===== config.mk =====
export PLATFORM = sky130hd
export DESIGN_NAME = muldiv_unit
export DESIGN_NICKNAME = d
export VERILOG_FILES = /design/src/rtl/muldiv_unit.sv
export SDC_FILE = /design/constraint.sdc
export NUM_CORES = 1
export LEC_CHECK = 0
export CAP_MARGIN = 30
export CORE_UTILIZATION = 60
export CTS_BUF_LIST = sky130_fd_sc_hd__clkbuf_4 sky130_fd_sc_hd__clkbuf_8
export DETAILED_ROUTE_END_ITERATION = 7
export PLACE_DENSITY = 0.81
export REMOVE_ABC_BUFFERS = 1
export SETUP_SLACK_MARGIN = 0.5
export SLEW_MARGIN = 20
export SYNTH_ARGS = -nofsm -noshare
export SYNTH_HDL_FRONTEND = slang
export SYNTH_SLANG_ARGS = --single-unit

===== constraint.sdc =====
create_clock -name clk -period 5.2 [get_ports clk]
set_input_delay 1.04 -clock clk [delete_from_list [all_inputs] [get_ports clk]]
set_output_delay 1.04 -clock clk [all_outputs]
set_load 0.03 [all_outputs]

===== src/rtl/muldiv_unit.sv =====
// Iterative RV-style multiply/divide unit: shift-add multiply, restoring divide, sign fix-up in FINISH.
// Define MULDIV_FAST_MUL_EN to replace the iterative multiply with a single-cycle multiplier.
//
// state  | meaning
// IDLE   | waiting for start; result held
// CALC   | one radix-2 multiply or divide step per cycle
// FINISH | sign correction and high/low selection, done pulse follows
module muldiv_unit #(
    parameter int XLEN = 32
) (
    input  logic            clk,
    input  logic            reset,
    input  logic            start,
    input  logic            kill,
    input  logic [2:0]      op,
    input  logic [XLEN-1:0] a,
    input  logic [XLEN-1:0] b,
    output logic            busy,
    output logic            done,
    output logic [XLEN-1:0] result
);
    localparam int CW = $clog2(XLEN) + 1;

    typedef enum logic [1:0] {IDLE, CALC, FINISH} state_t;

    state_t              state_q, state_d;
    logic [CW-1:0]       cnt_q, cnt_d;
    logic [2:0]          op_q, op_d;
    logic [XLEN-1:0]     opnd_q, opnd_d;
    logic [2*XLEN-1:0]   acc_q, acc_d;
    logic                neg_q, neg_d;
    logic [XLEN-1:0]     result_q, result_d;
    logic                done_q, done_d;

    logic                a_sgn, b_sgn, a_neg, b_neg;
    logic [XLEN-1:0]     a_mag, b_mag;
    logic                div_zero, div_ovf;
    logic [XLEN:0]       mul_sum, rem_sh, rem_diff;
    logic [2*XLEN-1:0]   mul_next, div_next, prod;
    logic [XLEN-1:0]     quot, rem, fin_val;

    // acc holds {high, low}: multiplier shifts out of low, quotient bits shift into low
    always_comb begin
        a_sgn    = (op == 3'b001) || (op == 3'b010) || (op == 3'b100) || (op == 3'b110);
        b_sgn    = (op == 3'b001) || (op == 3'b100) || (op == 3'b110);
        a_neg    = a_sgn && a[XLEN-1];
        b_neg    = b_sgn && b[XLEN-1];
        a_mag    = a_neg ? -a : a;
        b_mag    = b_neg ? -b : b;
        div_zero = op[2] && (b == '0);
        div_ovf  = (op == 3'b100 || op == 3'b110) && (a == {1'b1, {(XLEN-1){1'b0}}}) && (&b);

        mul_sum  = {1'b0, acc_q[2*XLEN-1:XLEN]} + (acc_q[0] ? {1'b0, opnd_q} : '0);
        mul_next = {mul_sum, acc_q[XLEN-1:1]};

        rem_sh   = {acc_q[2*XLEN-1:XLEN], acc_q[XLEN-1]};
        rem_diff = rem_sh - {1'b0, opnd_q};
        if (!rem_diff[XLEN])
            div_next = {rem_diff[XLEN-1:0], acc_q[XLEN-2:0], 1'b1};
        else
            div_next = {rem_sh[XLEN-1:0], acc_q[XLEN-2:0], 1'b0};

        prod = neg_q ? -acc_q : acc_q;
        quot = neg_q ? -acc_q[XLEN-1:0] : acc_q[XLEN-1:0];
        rem  = neg_q ? -acc_q[2*XLEN-1:XLEN] : acc_q[2*XLEN-1:XLEN];
        case (op_q)
            3'b000:                 fin_val = prod[XLEN-1:0];
            3'b001, 3'b010, 3'b011: fin_val = prod[2*XLEN-1:XLEN];
            3'b100, 3'b101:         fin_val = quot;
            default:                fin_val = rem;
        endcase
    end

    always_comb begin
        state_d  = state_q;
        cnt_d    = cnt_q;
        op_d     = op_q;
        opnd_d   = opnd_q;
        acc_d    = acc_q;
        neg_d    = neg_q;
        result_d = result_q;
        done_d   = 1'b0;
        case (state_q)
            IDLE: begin
                if (start && !kill) begin
                    op_d  = op;
                    cnt_d = '0;
                    neg_d = (op == 3'b110) ? a_neg : (a_neg ^ b_neg);
                    // special cases preload acc so FINISH selects the right half unmodified
                    if (div_zero) begin
                        acc_d   = {a, {XLEN{1'b1}}};
                        neg_d   = 1'b0;
                        state_d = FINISH;
                    end else if (div_ovf) begin
                        acc_d   = {{XLEN{1'b0}}, a};
                        neg_d   = 1'b0;
                        state_d = FINISH;
                    end else if (op[2]) begin
                        acc_d   = {{XLEN{1'b0}}, a_mag};
                        opnd_d  = b_mag;
                        state_d = CALC;
                    end else begin
`ifdef MULDIV_FAST_MUL_EN
                        acc_d   = {{XLEN{1'b0}}, a_mag} * {{XLEN{1'b0}}, b_mag};
                        opnd_d  = a_mag;
                        state_d = FINISH;
`else
                        acc_d   = {{XLEN{1'b0}}, b_mag};
                        opnd_d  = a_mag;
                        state_d = CALC;
`endif
                    end
                end
            end
            CALC: begin
                if (kill) begin
                    state_d = IDLE;
                end else begin
                    acc_d = op_q[2] ? div_next : mul_next;
                    cnt_d = cnt_q + 1'b1;
                    if (cnt_q == CW'(XLEN-1))
                        state_d = FINISH;
                end
            end
            FINISH: begin
                state_d = IDLE;
                if (!kill) begin
                    result_d = fin_val;
                    done_d   = 1'b1;
                end
            end
            default: state_d = IDLE;
        endcase
    end

    always_ff @(posedge clk or posedge reset) begin
        if (reset) begin
            state_q  <= IDLE;
            cnt_q    <= '0;
            op_q     <= '0;
            opnd_q   <= '0;
            acc_q    <= '0;
            neg_q    <= 1'b0;
            result_q <= '0;
            done_q   <= 1'b0;
        end else begin
            state_q  <= state_d;
            cnt_q    <= cnt_d;
            op_q     <= op_d;
            opnd_q   <= opnd_d;
            acc_q    <= acc_d;
            neg_q    <= neg_d;
            result_q <= result_d;
            done_q   <= done_d;
        end
    end

    assign busy   = (state_q != IDLE);
    assign done   = done_q;
    assign result = result_q;

endmodule


==> qor.txt, run 1 <==
TritonCTS Sinks: 141
Final nets: 2197
VDD IR max: 231 uV
Synthesized area per cell: 7.29 um^2
Relative slew slack: 38.3%
Initial antenna violation count: 1
CORE AREA: 0.0238 mm^2
Met2 Use GR: 65.2%
CP max FO: 15
Routability cong.: 1.08
Initial core utilization: 61.9%
Worst Setup Path Type: flop to flop
Critical path, cell by cell: inv_1 -> ha_1 -> fa_1 -> nand2b_1 -> a21oi_1 -> o41a_1 -> nand4_1 -> a31oi_1 -> o21ai_0 -> nand2_1 -> or2_1 -> buf_4 -> a21oi_2 -> a211oi_2
Iteration count of the initial detailed-routing pass: 7
LEAKAGE: 0.00668 uW
Total setup buffers inserted after CTS: 0
Remaining global-route overflow: 0
Critical path arrival: 4.73 ns
CTS Buf Count: 17
Seq. cell area: 0.00353 mm^2
RSZ-0062 raised after global routing: no
Number of flops mapped to enable cells by yosys: 0
Crit path capture type: flop
Vias per cell: 6.82
Run status: complete, no violations
Fin crit share: 83.5%
Fill count: 2054
Total number of H-tree levels: 4
Met3 Usage GRT: 8.49%
Area of the multi-input gates: 0.0104 mm^2
Die X-Extent: 159 um
Final setup violation count: 0
Tmin final: 4.34 ns
Area grow syn2layout: 11.9%
#FFs+latches synth: 141
# port buffers: 104
Routed Antenna Nets: 0
Unique masters post-synth: 85
Routed wire length: 55.5 mm
Routed len/inst: 23.2 um
CP required: 5.59 ns
Area post-placement: 0.0160 mm^2
Cell area after layout: 0.0165 mm^2
CP max stage cell: or2_1
Total track usage: 44.7%
Vias: 16300
P per Cell Area: 484 mW/mm^2
Hold Fails Final Rpt: 0
CTS Hold Bufs: 0
Met1 Track Usage GR: 62.4%
Async set-or-reset flop fraction in the synthesized netlist: 100%
Largest buffer count on any clock path: 2
YS warnings: 0
Fraction of final layout cells sized beyond drive strength 1: 6.34%
Netlist Area Pre-Place: 0.0147 mm^2
Post-CTS Resized: 0
Max Slew Vio Count: 0
Transition time of the tightest slew-check pin: 0.923 ns
HP Class: flop to flop
DP Worst Slack: 0.553 ns
CP max stage delay: 0.68 ns
CTS tree: done
IO Count: 105
Rows: 56
Dominant synthesized flop cell: dfrtp_1
Clock Skews: 0.0357 ns
Max_cap viols: 0
Worst-path clk slew: 0.10 ns
Vias in the first global route: 14400
Die H: 159 um
Drc violations: 0
Reg2reg setup slack: 0.86 ns
Syn Inst Count: 2019
Die Area: 0.0252 mm^2
Highest Clock Rate: 230 MHz
Most used routing layer: met2
Largest net degree at the start of global routing: 102
First-pass GRT wire length: 84.2 mm
Initial drt markers: 2555
Slack of the critical path: 0.859 ns
Post-synthesis sequential area ratio: 24.0%
Final HPWL DP: 42.5 mm
Root buffer cell: clkbuf_8
Clock Latency Late Sink: 0.49 ns
CP Launch Type: flop
==> metrics by stage <==
stage                     setup TNS, ns  power, uW  std cells  hold slack, ns  util (%)
after floorplan                -0.00126       5250       1881           0.446         -
after global placement                0       6690       2350           0.459      67.2
after detailed placement              0       6790       2351           0.470      67.3
after CTS                             0       7750       2383           0.493      69.1
after global routing                  0       8430       2386           0.510      69.3
final                                 0       7970       2387           0.491      69.3
==> state kept, by name, summed over array words and instances, names as in the netlist <==
name     count
opnd_q      32
acc_q       64
cnt_q        6
neg_q        1
result      32
state_q      2
op_q         3
done         1
==> worst max-delay path, delay by kind of cell (launching register included) <==
family	cells	cell delay (ns)
AND/OR/NAND/NOR	4	1.37
AO/OA/AOI/OAI	6	1.39
buffers and inverters	2	0.40
adder cells (fa/ha/maj)	2	0.64
flip-flops	1	0.46
==> power by group <==
group          internal (uW)  leakage [uW]  total [uW]  switching, uW
Sequential              1330       0.00178        1850            521
Clock                    372      0.000208         953            581
Combinational           2000       0.00470        5160           3160
Total                   3700       0.00668        7970           4260
==> cells in the final DEF (no fill, tap or decap), drive strengths merged, types with 20 or more instances in the layout <==
| cell type | n |
|---|---|
| a21o | 22 |
| a21oi | 201 |
| a31oi | 42 |
| buf | 51 |
| clkdlybuf4s50 | 103 |
| dfrtp | 141 |
| ha | 70 |
| inv | 67 |
| mux2i | 41 |
| nand2 | 268 |
| nand3 | 39 |
| nand4 | 20 |
| nor2 | 206 |
| nor3 | 38 |
| nor4 | 22 |
| o21ai | 183 |
| o22ai | 40 |
| o31ai | 33 |
| xnor2 | 111 |
| xor2 | 72 |
==> kinds of logic (layout without fill, tap and decap cells) <==
logic type / after synthesis / in the layout / share of synthesized area, %
simple gates: 705 / 705 / 21.9
mux: 53 / 53 / 3.73
other cells: 0 / 1 / 0
xor+xnor: 183 / 183 / 10.9
flops: 141 / 141 / 24.0
compound gates: 664 / 664 / 27.7
buf+inv: 201 / 249 / 5.54
fa+ha+maj: 72 / 72 / 6.23
==> routing by layer <==
metal	share of wire, %	wire [um]
met1	40	22200
met2	41	23000
met3	12	6840
met4	6.2	3440
met5	0	0
==> synthesized netlist by cell type, drive strengths merged (3+ instances only) <==
cell | n | area (um^2)
nand2b | 17 | 106
a221oi | 7 | 67.6
a31oi | 42 | 263
mux2 | 12 | 139
o22ai | 40 | 250
dfrtp | 141 | 3530
nor2b | 11 | 68.8
a21oi | 201 | 1010
xnor2 | 111 | 972
o21ai | 183 | 920
ha | 70 | 876
and2 | 9 | 56.3
nor4 | 22 | 150
inv | 62 | 233
a311oi | 7 | 61.3
nand3 | 39 | 195
nand2 | 268 | 1010
nor2 | 206 | 781
a211oi | 16 | 138
o31ai | 33 | 248
o221ai | 17 | 149
nor3 | 38 | 200
xor2 | 72 | 631
and3 | 12 | 80.1
o2111ai | 3 | 26.3
nand3b | 8 | 60.1
o41ai | 10 | 87.6
a21o | 22 | 165
o211ai | 12 | 90.1
nor3b | 6 | 45.0
a22oi | 9 | 67.6
o21a | 11 | 82.6
o211a | 3 | 30.0
buf | 23 | 145
o311ai | 7 | 61.3
a41oi | 6 | 52.6
or3 | 16 | 105
mux2i | 41 | 410
or4 | 19 | 146
nand4 | 20 | 125
or2 | 10 | 62.6
o21bai | 11 | 82.6
o31a | 4 | 35.0
clkbuf | 115 | 434
==> layout make-up <==
cell class | count | share of cell area (%)
Antenna cell | 1 | 0.0152
Clock buffer | 17 | 1.42
Clock inverter | 15 | 1.17
Inverter | 63 | 1.47
Multi-Input combinational cell | 1677 | 63.2
Sequential cell | 141 | 21.4
Tap cell | 319 | 2.42
Timing Repair Buffer | 154 | 8.91
==> path summary, 6_finish.rpt <==
kind,from,to,cells past startpoint
min,opnd_q[27],opnd_q[27],2
max in group asynchronous,reset,result[16],4
min reg2reg,opnd_q[27],opnd_q[27],2
max,acc_q[31],acc_q[32],14
min in group asynchronous,reset,result[31],2
max reg2reg,acc_q[31],acc_q[32],14
Power figures use the tool's default switching activity.
==> run 2, diff against run 1 <==
clock period = 4.4 ns   (was 5.2 ns; I/O delays follow)
==> run 2 against run 1 <==
Clock power grew 22%. Via count grew 0.52%. Sequential share of layout area shrank 0.18 points. Largest cell class unchanged. Largest power group unchanged.
==> qor.txt, run 2 (synthesized netlist as in run 1, its figures left out) <==
Die X-Extent: 159 um (unchanged)
Max Slew Vio Count: 0 (unchanged)
LEAKAGE: 0.00678 uW (was 0.00668 uW)
CORE AREA: 0.0238 mm^2 (unchanged)
Reg2reg start: acc_q[31] (unchanged)
Highest Clock Rate: 267 MHz (was 230 MHz)
HP Class: flop to flop (unchanged)
Initial antenna violation count: 0 (was 1)
Cells after DPL: 2371 (was 2351)
CTS Buf Count: 17 (unchanged)
Relative slew slack: 37.3% (was 38.3%)
Rows: 56 (unchanged)
N_diodes: 0 (was 1)
IO Count: 105 (unchanged)
Worst Setup Path Type: flop to flop (unchanged)
CP Launch Type: flop (unchanged)
Transition time of the tightest slew-check pin: 0.940 ns (was 0.923 ns)
Largest net degree at the start of global routing: 93 (was 102)
CP max FO: 13 (was 15)
Final nets: 2217 (was 2197)
Worst-path clk slew: 0.10 ns (about the same)
Drc violations: 0 (unchanged)
Hold slack: 0.487 ns (was 0.491 ns)
Register with the most flip-flops: acc_q (unchanged)
Initial drt markers: 2188 (was 2555)
Fill count: 2009 (was 2054)
Clock Skews: 0.0312 ns (was 0.0357 ns)
Routed Antenna Nets: 0 (unchanged)
Tmin final: 3.75 ns (was 4.34 ns)
Total track usage: 44.5% (was 44.7%)
Setup crit end: acc_q[49] (was acc_q[32])
Die H: 159 um (unchanged)
Worst R2R Path Depth: 15 (was 14)
Routed wire length: 55.1 mm (was 55.5 mm)
Vias in the first global route: 14700 (was 14400)
Metal-1 WL: 21.5 mm (was 22.2 mm)
Non-filler cells, final: 2406 (was 2387)
Run status: complete, no violations (unchanged)
Total number of H-tree levels: 4 (unchanged)
Critical path arrival: 4.10 ns (was 4.73 ns)
Hold Fails Final Rpt: 0 (unchanged)
Routed len/inst: 22.9 um (was 23.2 um)
Remaining global-route overflow: 0 (unchanged)
Max reg flops: 64 (unchanged)
CTS tree: done (unchanged)
Clock Latency Late Sink: 0.50 ns (was 0.49 ns)
Commonest non-fill, non-tap cell in the layout: nand2_1 (unchanged)
Die Area: 0.0252 mm^2 (unchanged)
Met3 WL: 6.97 mm (was 6.84 mm)
VDD IR max: 291 uV (was 231 uV)
Largest buffer count on any clock path: 2 (unchanged)
Most frequent cells in the layout: nand2_1, nor2_1, a21oi_1 (unchanged)
Max_cap viols: 0 (unchanged)
Highest Signal Layer: met4 (unchanged)
Vias per cell: 6.80 (was 6.82)
Fin crit share: 85.1% (was 83.5%)
Crit path capture type: flop (unchanged)
Fraction of final layout cells sized beyond drive strength 1: 7.33% (was 6.34%)
# port buffers: 104 (unchanged)
RSZ-0062 raised after global routing: yes (was no)
Final HPWL DP: 41.8 mm (was 42.5 mm)
Setup TNS: 0 ns (unchanged)
Area grow syn2layout: 12.9% (was 11.9%)
Root buffer cell: clkbuf_8 (unchanged)
Reg2reg setup slack: 0.65 ns (was 0.86 ns)
Final setup violation count: 0 (unchanged)
Reg-to-reg endpoint: acc_q[49] (was acc_q[32])
P per Cell Area: 580 mW/mm^2 (was 484 mW/mm^2)
Iteration count of the initial detailed-routing pass: 8 (was 7)
Length of routed met2 wiring: 23.2 mm (was 23.0 mm)
First-pass GRT wire length: 83.6 mm (was 84.2 mm)
Crit path from: acc_q[31] (unchanged)
TritonCTS Sinks: 141 (unchanged)
CP required: 4.75 ns (was 5.59 ns)
Initial core utilization: 61.9% (unchanged)
Routability cong.: 1.05 (was 1.08)
Vias: 16400 (was 16300)
## run 2: changes by cell type in the layout (fill, tap and decap cells not counted), moves of 2 or more
cell | previous run | this run
buf_4 | 45 | 67
clkinv_4 | 2 | 0
clkinv_8 | 7 | 5
inv_6 | 2 | 5
## run 2: worst max-delay path, stage by stage, from the launching register on
cell and delay [ns]:
dfrtp_1 0.43, inv_1 0.11, ha_1 0.19, fa_1 0.21, nand2b_1 0.15, a21oi_2 0.07
o41a_1 0.47, nand4_1 0.13, a31oi_1 0.09, buf_4 0.18, o31a_1 0.30, a211oi_4 0.44
or2_4 0.30, buf_4 0.25, o211a_1 0.18, o21ai_0 0.08
## run 2: how the worst min path moves through the flow
stage | from | to | depth (start not counted)
detailed placement | result[22] | result[22] | 2
finish | result[22] | result[22] | 2
floorplan | op_q[0] | op_q[0] | 2
global placement | result[11] | result[11] | 2
global route | result[10] | result[10] | 2
CTS | result[22] | result[22] | 2
## run 2: metrics by stage
stage	setup WS (ns)	cell area [um^2]	utilization [%]	total power, uW
2_1_floorplan	-0.641	14100	-	6200
6_report	0.655	16600	69.9	9630
5_1_grt	0.487	16600	69.9	10200
3_3_place_gp	0.302	16200	68.0	8030
3_5_place_dp	0.217	16200	68.0	8140
4_1_cts	0.675	16600	69.8	9320
## run 2: layout make-up
type | count | area (um^2) | area share (%)
Tap cell | 319 | 399 | 2.40
Timing Repair Buffer | 174 | 1600 | 9.62
Multi-Input combinational cell | 1677 | 10400 | 62.7
Clock inverter | 15 | 195 | 1.17
Inverter | 63 | 241 | 1.45
Clock buffer | 17 | 234 | 1.41
Sequential cell | 141 | 3530 | 21.3
## run 2: report_power, final
part | leakage [uW] | total [uW] | switching [uW] | internal [uW]
clock network | 0.000207 | 1160 | 674 | 487
registers | 0.00178 | 2080 | 506 | 1580
logic | 0.00480 | 6390 | 3930 | 2470
## run 2: per-layer routing
layer  vias to the layer above  GRT usage [%]
li1                       7414              -
met3                       217           11.8
met1                      7604           59.2
met5                         -              0
met2                      1123           64.5
met4                         0           26.0
## run 2: repair_timing
action,in CTS,in global routing
endpoints found under the setup margin,3,18
gates resized for setup,1,4
pin swaps,0,2
buffers inserted,0,3
hold buffers,0,0
